## src/rtl/pipeline_control_unit_pkg.sv

```systemverilog
//------------------------------------------------------------------------------
// pipeline_control_unit_pkg
// Shared core types and constants for the pipeline stall/flush controller.
// Revision: 1.0
//------------------------------------------------------------------------------
`default_nettype none

package pipeline_control_unit_pkg;

    localparam int          REG_IDX_W = 5;
    localparam logic [31:0] NOP_INSTR = 32'h0000_0013;

    typedef enum logic [1:0] {
        IDLE     = 2'd0,
        MC_BUSY  = 2'd1,
        MEM_WAIT = 2'd2
    } ctrl_state_t;

    // A load in EXE whose destination is read by the instruction in ID.
    function automatic logic load_use_hazard(
        input logic                 mem_read,
        input logic [REG_IDX_W-1:0] rd,
        input logic [REG_IDX_W-1:0] rs1,
        input logic [REG_IDX_W-1:0] rs2,
        input logic                 use_rs1,
        input logic                 use_rs2
    );
        return mem_read && (rd != '0) &&
               ((use_rs1 && (rs1 == rd)) || (use_rs2 && (rs2 == rd)));
    endfunction

endpackage

`default_nettype wire

```

## src/rtl/pipeline_control_unit_stall_perf_counter.sv

```systemverilog
//------------------------------------------------------------------------------
// pipeline_control_unit_stall_perf_counter
// Saturating event counter that holds at all-ones.
// Revision: 1.0
//------------------------------------------------------------------------------
`default_nettype none

module pipeline_control_unit_stall_perf_counter #(
    parameter int CNT_W = 32
) (
    input  logic             clk,
    input  logic             reset_n,
    input  logic             en_i,
    output logic [CNT_W-1:0] count_o
);

    logic [CNT_W-1:0] count_q;

    always_ff @(posedge clk or negedge reset_n) begin
        if (!reset_n) begin
            count_q <= '0;
        end else if (en_i && (count_q != {CNT_W{1'b1}})) begin
            count_q <= count_q + CNT_W'(1);
        end
    end

    assign count_o = count_q;

endmodule

`default_nettype wire

```

## src/rtl/pipeline_control_unit.sv

```systemverilog
//------------------------------------------------------------------------------
// pipeline_control_unit
// Stall/flush controller: memory waits, multi-cycle ops, branches, load-use.
// Revision: 1.0
//------------------------------------------------------------------------------
`default_nettype none

module pipeline_control_unit
    import pipeline_control_unit_pkg::*;
#(
    parameter int MEM_TIMEOUT = 255,
    parameter int CNT_W       = 32
) (
    input  logic                 clk,
    input  logic                 reset_n,
    input  logic [REG_IDX_W-1:0] rs1_id,
    input  logic [REG_IDX_W-1:0] rs2_id,
    input  logic                 use_rs1_id,
    input  logic                 use_rs2_id,
    input  logic [REG_IDX_W-1:0] rd_exe,
    input  logic                 mem_read_exe,
    input  logic                 mc_op_exe,
    input  logic                 mc_done,
    input  logic                 branch_taken_exe,
    input  logic                 dmem_req_mem,
    input  logic                 dmem_ack,
    output logic                 stall_if,
    output logic                 stall_id,
    output logic                 stall_exe,
    output logic                 stall_mem,
    output logic                 flush_id,
    output logic                 flush_exe,
    output logic                 flush_mem,
    output logic                 flush_wb,
    output logic                 mc_start,
    output logic                 bus_error,
    output logic [CNT_W-1:0]     stall_cycles
);

    localparam int TMO_W = $clog2(MEM_TIMEOUT + 1);

    ctrl_state_t      state_q, state_d;
    logic [TMO_W-1:0] tmo_q, tmo_d;
    logic             pending_q, pending_d;
    logic             done_held_q, done_held_d;
    logic             bus_error_q, bus_error_d;

    logic w_timeout_hit;
    logic w_mem_wait;
    logic w_mc_start;
    logic w_mc_stall;
    logic w_lu_stall;
    logic w_br_flush;
    logic w_stall_exe;

    always_comb begin
        w_timeout_hit = (state_q == MEM_WAIT) && (tmo_q == TMO_W'(MEM_TIMEOUT));
        w_mem_wait    = dmem_req_mem && !dmem_ack && !w_timeout_hit;

        // done_held blocks a second start for an op that finished under a memory wait
        w_mc_start    = mc_op_exe && !w_mem_wait && !pending_q && !done_held_q &&
                        (state_q != MC_BUSY);
        w_mc_stall    = !w_mem_wait && (w_mc_start || (pending_q && !mc_done));
        w_stall_exe   = w_mem_wait || w_mc_stall;

        w_br_flush    = branch_taken_exe && !w_stall_exe;
        w_lu_stall    = !w_stall_exe && !branch_taken_exe &&
                        load_use_hazard(mem_read_exe, rd_exe, rs1_id, rs2_id,
                                        use_rs1_id, use_rs2_id);
    end

    always_comb begin
        pending_d   = pending_q;
        done_held_d = done_held_q;
        if (!w_stall_exe) begin
            done_held_d = 1'b0;
        end
        if (w_mc_start) begin
            pending_d = 1'b1;
        end else if (pending_q && mc_done) begin
            pending_d = 1'b0;
            if (w_mem_wait) begin
                done_held_d = 1'b1;
            end
        end

        if (w_mem_wait) begin
            state_d = MEM_WAIT;
        end else if (pending_d) begin
            state_d = MC_BUSY;
        end else begin
            state_d = IDLE;
        end

        tmo_d       = w_mem_wait ? (tmo_q + TMO_W'(1)) : '0;
        bus_error_d = bus_error_q || (w_timeout_hit && dmem_req_mem && !dmem_ack);
    end

    always_ff @(posedge clk or negedge reset_n) begin
        if (!reset_n) begin
            state_q     <= IDLE;
            tmo_q       <= '0;
            pending_q   <= 1'b0;
            done_held_q <= 1'b0;
            bus_error_q <= 1'b0;
        end else begin
            state_q     <= state_d;
            tmo_q       <= tmo_d;
            pending_q   <= pending_d;
            done_held_q <= done_held_d;
            bus_error_q <= bus_error_d;
        end
    end

    // Outputs are forced low while reset is held so nothing leaks from stale inputs.
    assign stall_if  = reset_n && (w_stall_exe || w_lu_stall);
    assign stall_id  = reset_n && w_stall_exe;
    assign stall_exe = reset_n && w_stall_exe;
    assign stall_mem = reset_n && w_mem_wait;
    assign flush_id  = reset_n && w_br_flush;
    assign flush_exe = reset_n && (w_br_flush || w_lu_stall);
    assign flush_mem = reset_n && w_mc_stall;
    assign flush_wb  = reset_n && w_mem_wait;
    assign mc_start  = reset_n && w_mc_start;
    assign bus_error = bus_error_q;

    pipeline_control_unit_stall_perf_counter #(
        .CNT_W (CNT_W)
    ) u_stall_cnt (
        .clk     (clk),
        .reset_n (reset_n),
        .en_i    (stall_if),
        .count_o (stall_cycles)
    );

endmodule

`default_nettype wire
```

## config.mk

```make
export PLATFORM = sky130hd
export DESIGN_NAME = pipeline_control_unit
export DESIGN_NICKNAME = d
export VERILOG_FILES = /design/src/rtl/pipeline_control_unit_pkg.sv /design/src/rtl/pipeline_control_unit_stall_perf_counter.sv /design/src/rtl/pipeline_control_unit.sv
export SDC_FILE = /design/constraint.sdc
export NUM_CORES = 1
export LEC_CHECK = 0
export ABC_AREA = 1
export BUFFER_PORTS_ARGS = -buffer_cell sky130_fd_sc_hd__buf_2
export CAP_MARGIN = 20
export CELL_PAD_IN_SITES_DETAIL_PLACEMENT = 1
export CELL_PAD_IN_SITES_GLOBAL_PLACEMENT = 2
export CORE_MARGIN = 10
export CORE_UTILIZATION = 33
export CTS_BUF_LIST = sky130_fd_sc_hd__clkbuf_2
export DETAILED_ROUTE_END_ITERATION = 12
export MAX_ROUTING_LAYER = met4
export PLACE_DENSITY = 0.86
export SLEW_MARGIN = 20
export SYNTH_ARGS = -nofsm -noshare
export SYNTH_HDL_FRONTEND = slang
export SYNTH_SLANG_ARGS = --single-unit
export TNS_END_PERCENT = 10
```

## constraint.sdc

```tcl
create_clock -name clk -period 4.58 [get_ports clk]
set_clock_uncertainty 0.15 [all_clocks]
set_input_delay 0.458 -clock clk [delete_from_list [all_inputs] [get_ports clk]]
set_output_delay 0.458 -clock clk [all_outputs]
set_load 0.02 [all_outputs]
```

Word-level counts from Yosys, hierarchy flattened
Index checks and enable logic that the tools add are counted.

word-level totals
  register bits = 45
  input port bits = 25
  output and inout bits = 42
  word-level logic and storage cells = 65

operators by class
  $add $sub $neg = 2
  equality and inequality tests = 6
  muxes and demuxes = 9
  reductions and logical operators = 42

operators by type and width
  kind                     number
  $add A32 B1 Y32 const B  1
  $ne A32 B32 Y1 const B   1
  $logic_and A1 B1 Y1      27
  $eq A5 B5 Y1             2
  $add A8 B1 Y8 const B    1
  $eq A8 B8 Y1 const B     1
  $logic_not A1 Y1         8
  $mux W8                  1
  $mux W1                  7
  $logic_or A1 B1 Y1       6
  $reduce_bool A5 Y1       1
  $eq A2 B2 Y1 const B     1
  $mux W2                  1
  $ne A2 B1 Y1 const B     1

Logic depth before layout (Yosys ltp)
  depth in word-level cells = 18
  gate-level depth with buffers = 14

Modules after synthesis
A second synthesis with hierarchy kept.

unflattened totals
  cells, all modules = 474
  area, all modules = 3098.0 µm²

by module, submodules not included
  module                                    times used  cells each  area each (µm²)  sequential area each (µm²)
  pipeline_control_unit_stall_perf_counter  1           333         2190.9           800.8
  pipeline_control_unit                     1           141         907.1            325.3

Least setup slack after synthesis
OpenSTA, ideal clock, no wires.

  path kind = register -> output
  from = register tmo_q[0]
  to = output port mc_start
  arrival = 1.707 ns
  data required time = 3.972 ns
  path slack = 2.265 ns
  cell stages (with the launch flop) = 12
  buffers on the path = 1
  cell sequence = dfrtp_1 > ha_1 > nand2_1 > inv_2 > nand2_2 > nor2_4 > nand2_1 > nand2_1 > buf_4 > inv_1 > or2_2 > nor2_1

on the way
  word-level cells in the longest chain between the ends = 10

RTL lines
  item                               line                          source
  from (decl)                        pipeline_control_unit.sv:43   logic [TMO_W-1:0] tmo_q, tmo_d;
  from (signal assigned)             pipeline_control_unit.sv:108  tmo_q <= tmo_d;
  $eq A8 B8 Y1                       pipeline_control_unit.sv:57   w_timeout_hit = (state_q == MEM_WAIT) && (tmo_q == TMO_W'(MEM_TIMEOUT));
  $logic_and A1 B1 Y1                pipeline_control_unit.sv:57
  $logic_not A1 Y1                   pipeline_control_unit.sv:58   w_mem_wait = dmem_req_mem && !dmem_ack && !w_timeout_hit;
  $logic_and A1 B1 Y1                pipeline_control_unit.sv:58
  $logic_not A1 Y1                   pipeline_control_unit.sv:61   w_mc_start = mc_op_exe && !w_mem_wait && !pending_q && !done_held_q &&
  $logic_and A1 B1 Y1 (4 in series)  pipeline_control_unit.sv:61
  $logic_and A1 B1 Y1                pipeline_control_unit.sv:124  assign mc_start = reset_n && w_mc_start;
  to (decl)                          pipeline_control_unit.sv:35   output logic mc_start,

No other way between the ends.

Worst setup path after layout
  from = register tmo_q[0]
  to = output port stall_if

on the way
  word-level cells in the longest chain between the ends = 17

RTL lines
  item                               line                                                      source
  $eq A8 B8 Y1 (*)                   pipeline_control_unit.sv:57
  $logic_and A1 B1 Y1 (*)            pipeline_control_unit.sv:57
  $logic_not A1 Y1 (*)               pipeline_control_unit.sv:58
  $logic_and A1 B1 Y1 (*)            pipeline_control_unit.sv:58
  $logic_not A1 Y1                   pipeline_control_unit.sv:61, pipeline_control_unit.sv:63
  $logic_and A1 B1 Y1 (4 in series)  pipeline_control_unit.sv:61
  $logic_or A1 B1 Y1                 pipeline_control_unit.sv:63                               w_mc_stall = !w_mem_wait && (w_mc_start || (pending_q && !mc_done));
  $logic_and A1 B1 Y1                pipeline_control_unit.sv:63
  $logic_or A1 B1 Y1 (*)             pipeline_control_unit.sv:64                               w_stall_exe = w_mem_wait || w_mc_stall;
  $logic_not A1 Y1                   --
  $logic_and A1 B1 Y1 (2 in series)  pipeline_control_unit.sv:67                               w_lu_stall = !w_stall_exe && !branch_taken_exe &&
  $logic_or A1 B1 Y1 (*)             pipeline_control_unit.sv:116                              assign stall_if = reset_n && (w_stall_exe || w_lu_stall);
  $logic_and A1 B1 Y1 (*)            pipeline_control_unit.sv:116
  to (decl)                          pipeline_control_unit.sv:27                               output logic stall_if,

Every way passes the cells marked *; elsewhere a longest branch is shown, timed or not.

==> reports/qor.csv <==
stage,metric,value,unit
hold_path,min_path_cells,3,
power,seqPwrFrac,0.535,
sta,layout_setup_ws,1430,ps
grt,antenna_found_initial,0,
hold_path,hold_path.startpoint,mc_done,
sta,setup_tns,0,ps
synthesis,synthArstFlopShare,1.00,
power,power.switching,0.000332,W
sta,rsz0062_at_grt,no,
critical_path,path_class,reg -> out,
grt,grt_max_degree,36,
synthesis,synth_top_cell_area_share,0.358,
job,max-cap-violations,0,
synthesis,syn_nets,486,
critical_path,r2r_start,u_stall_cnt.count_o[0],
drt,dr.pass1.iters,4,
final_layout,fin_cells,652,
sta,fin_crit,3150,ps
synthesis,netlist_instances,459,
drt,routed_wl,9.43,mm
synthesis,synth-seq-area-share,0.358,
critical_path,crit_path_end_kind,output pin,
power,p_int,0.000532,W
synthesis,ys.flop_type,dfrtp_1,
clock_tree,cts_tree,yes,
critical_path,rrSetupSlack,1970,ps
drt,routedWlPerCell,14.5,µm
clock_tree,cts_buffer_depth,2,
sta,slew_viol_final,0,
clock_tree,post_cts_resized,0,
synthesis,yosys.area.top_type,dfrtp_1,
clock_tree,cts_hold_buf,1,
synthesis,synth_cell_type_count,29,
drt,via_per_inst,4.73,
final_layout,synthToLayoutAreaGrowth,13.9,%
synthesis,ys_warn_count,0,
floorplan,die_w,118,µm
sta,slew-limit-headroom,0.597,
clock_tree,clock_latency,430,ps
synthesis,syn_area,0.00315,mm²
drt,drt_first_iter_violations,99,
clock_tree,h-tree-depth,2,
clock_tree,clkSlewWorstSetupHoldPaths,240,ps
drt,drc,0,
hold_path,hold_end,done_held_q,
grt,gr-usage-all-layers,0.142,
critical_path,rr_worst_depth,7,
sta,period_share,0.688,
critical_path,start_kind,flop,
critical_path,cp.arrival,2540,ps
clock_tree,numCtsBuffers,5,
sta,worst_pin_slew,603,ps
critical_path,cp_cell_sequence,ha_1 -> nand2_1 -> inv_2 -> nand2_2 -> nor2_4 -> nand2_1 -> nand2_1 -> nand3_2 -> nand2_2 -> nand2_2 -> buf_2,
floorplan,core-area,0.00928,mm²
power,swShare,0.384,
power,combPwrFrac,0.272,
critical_path,setup.worst_path.start,tmo_q[0],
critical_path,cp.required,3970,ps
place,port_buffers,66,
status,run_status,"complete, no violations",
power,p_per_area,241,mW/mm²
floorplan,rows,35,
place,dp_cells,644,
floorplan,die_area,0.0138,mm²
critical_path,crit_path_top_delay_cell,dfrtp_1,
clock_tree,cts-root-buf,clkbuf_2,
floorplan,start_util,0.339,
place,gp_congestion,0.872,
power,peakVddDrop,159,µV
clock_tree,cts_setup_buffers,0,
final_layout,final_nets,550,
place,dp_slack,1900,ps
sta,fmax,0.317,GHz
synthesis,synth_enable_flop_cells,0,
grt,grt_pass1_vias,3249,
clock_tree,cts.sinks,45,
critical_path,cpPeakStageDelay,430,ps
place,hpwl,7.63,mm
hold_path,hp-class,in -> reg,
final_layout,diodes,0,
drt,routed-via-count,3084,
final_layout,utilization,0.386,
synthesis,avgSynthCellArea,6.86,µm²
grt,grt_pass1_wl,16.2,mm
drt,ant_nets,0,
floorplan,pin_count,67,
power,cellLeakagePower,1.95,nW
sta,hold_violations,0,
grt,gr-total-overflow,0,
synthesis,ys_seq_elements,45,
critical_path,regToRegEndpoint,u_stall_cnt.count_o[1],
sta,setup_viol,0,
final_layout,drive_above_1_share,0.208,
critical_path,worst-path-max-fanout,22,
synthesis,synth.area.top_cells,"dfrtp_1, nand2_1, nor2_1",
power,p_clk_frac,0.194,
floorplan,fp.dieH,118,µm
[how the worst max path moves through the flow]
stage,end,slack (ps),depth (start not counted)
4_1_cts,stall_if,1390,11
2_1_floorplan,mc_start,2270,11
6_report,stall_if,1430,11
3_3_place_gp,stall_if,1980,11
5_1_grt,stall_if,1130,11
3_5_place_dp,stall_if,1900,11
[stage by stage]
step / hold WS (ps) / total power (W) / cell area [µm²]
floorplan: 12.4 / 0.000632 / 3150
global placement: 251 / 0.000700 / 3540
detailed placement: 255 / 0.000709 / 3540
CTS: 110 / 0.000881 / 3580
global route: 127 / 0.000925 / 3580
finish: 118 / 0.000864 / 3580
[layout make-up]
cell class / instances / area (µm²)
clock inverter: 2 / 11.3
clock buffer: 5 / 25.0
sequential: 45 / 1130
multi-input combinational: 355 / 1730
tap: 129 / 161
fill: 1272 / 5700
inverter: 47 / 176
timing repair buffer: 69 / 355
[cells in the final DEF (no fill, tap or decap), types with 2 or more instances in the layout]
cell      synthesis  layout
xnor2_1           6       6
a21oi_1           4       4
nand3_2          12      12
nor2_1           55      55
nand2_2           4       4
nand3_1          34      34
buf_2             0      66
nor3_1            9       9
nor2_2            7       7
clkbuf_2          0       5
ha_1              2       2
nand2_1         183     183
inv_2             5       5
inv_1            42      42
dfrtp_1          45      45
nand3b_1          8       8
nand4_1           8       8
xor2_1           13      13
buf_4             3       2
[critical path, delay by kind of cell (launching register included)]
family | cells | cell delay [ps]
buf+inv | 2 | 350
simple gates | 8 | 1160
fa+ha+maj | 1 | 180
flops | 1 | 430
[power by group through the flow]
| stage | registers (W) | clock network, W | logic (W) |
|---|---|---|---|
| detailed placement | 0.000470 | 0 | 0.000239 |
| global route | 0.000469 | 0.000191 | 0.000265 |
| CTS | 0.000463 | 0.000177 | 0.000241 |
| global placement | 0.000468 | 0 | 0.000232 |
| floorplan | 0.000487 | 0 | 0.000145 |
| finish | 0.000462 | 0.000167 | 0.000235 |
[state kept, by name, summed over array words and instances (netlist names)]
signal / count
tmo_q: 8
done_held_q: 1
state_q: 2
pending_q: 1
bus_error: 1
u_stall_cnt.count_o: 32
[Yosys cell counts (all sizes together), types with 2 or more instances]
library cell / instances
dfrtp: 45
nor3: 10
xnor2: 6
a21oi: 4
inv: 47
xor2: 13
buf: 12
nor2: 64
ha: 2
nand2: 188
nand4: 9
nand3b: 8
nand3: 46
[layer usage]
| metal | routed length [µm] | vias to the layer above | part of all wire | GRT usage |
|---|---|---|---|---|
| li1 | - | 1552 | - | - |
| met3 | 240 | 5 | 0.025 | 0.0192 |
| met4 | 74 | 0 | 0.0078 | 0.0301 |
| met5 | 0 | - | 0 | - |
| met1 | 4560 | 1477 | 0.48 | 0.183 |
| met2 | 4550 | 50 | 0.48 | 0.231 |
[cells by family (layout without fill, tap and decap cells)]
family,after synthesis,count (layout),synth area share
xor+xnor,19,19,0.0529
simple gates,328,328,0.477
flops,45,45,0.358
fa+ha+maj,2,2,0.00795
buf+inv,59,123,0.0930
compound gates,6,6,0.0115
Power figures use the tool's default switching activity.
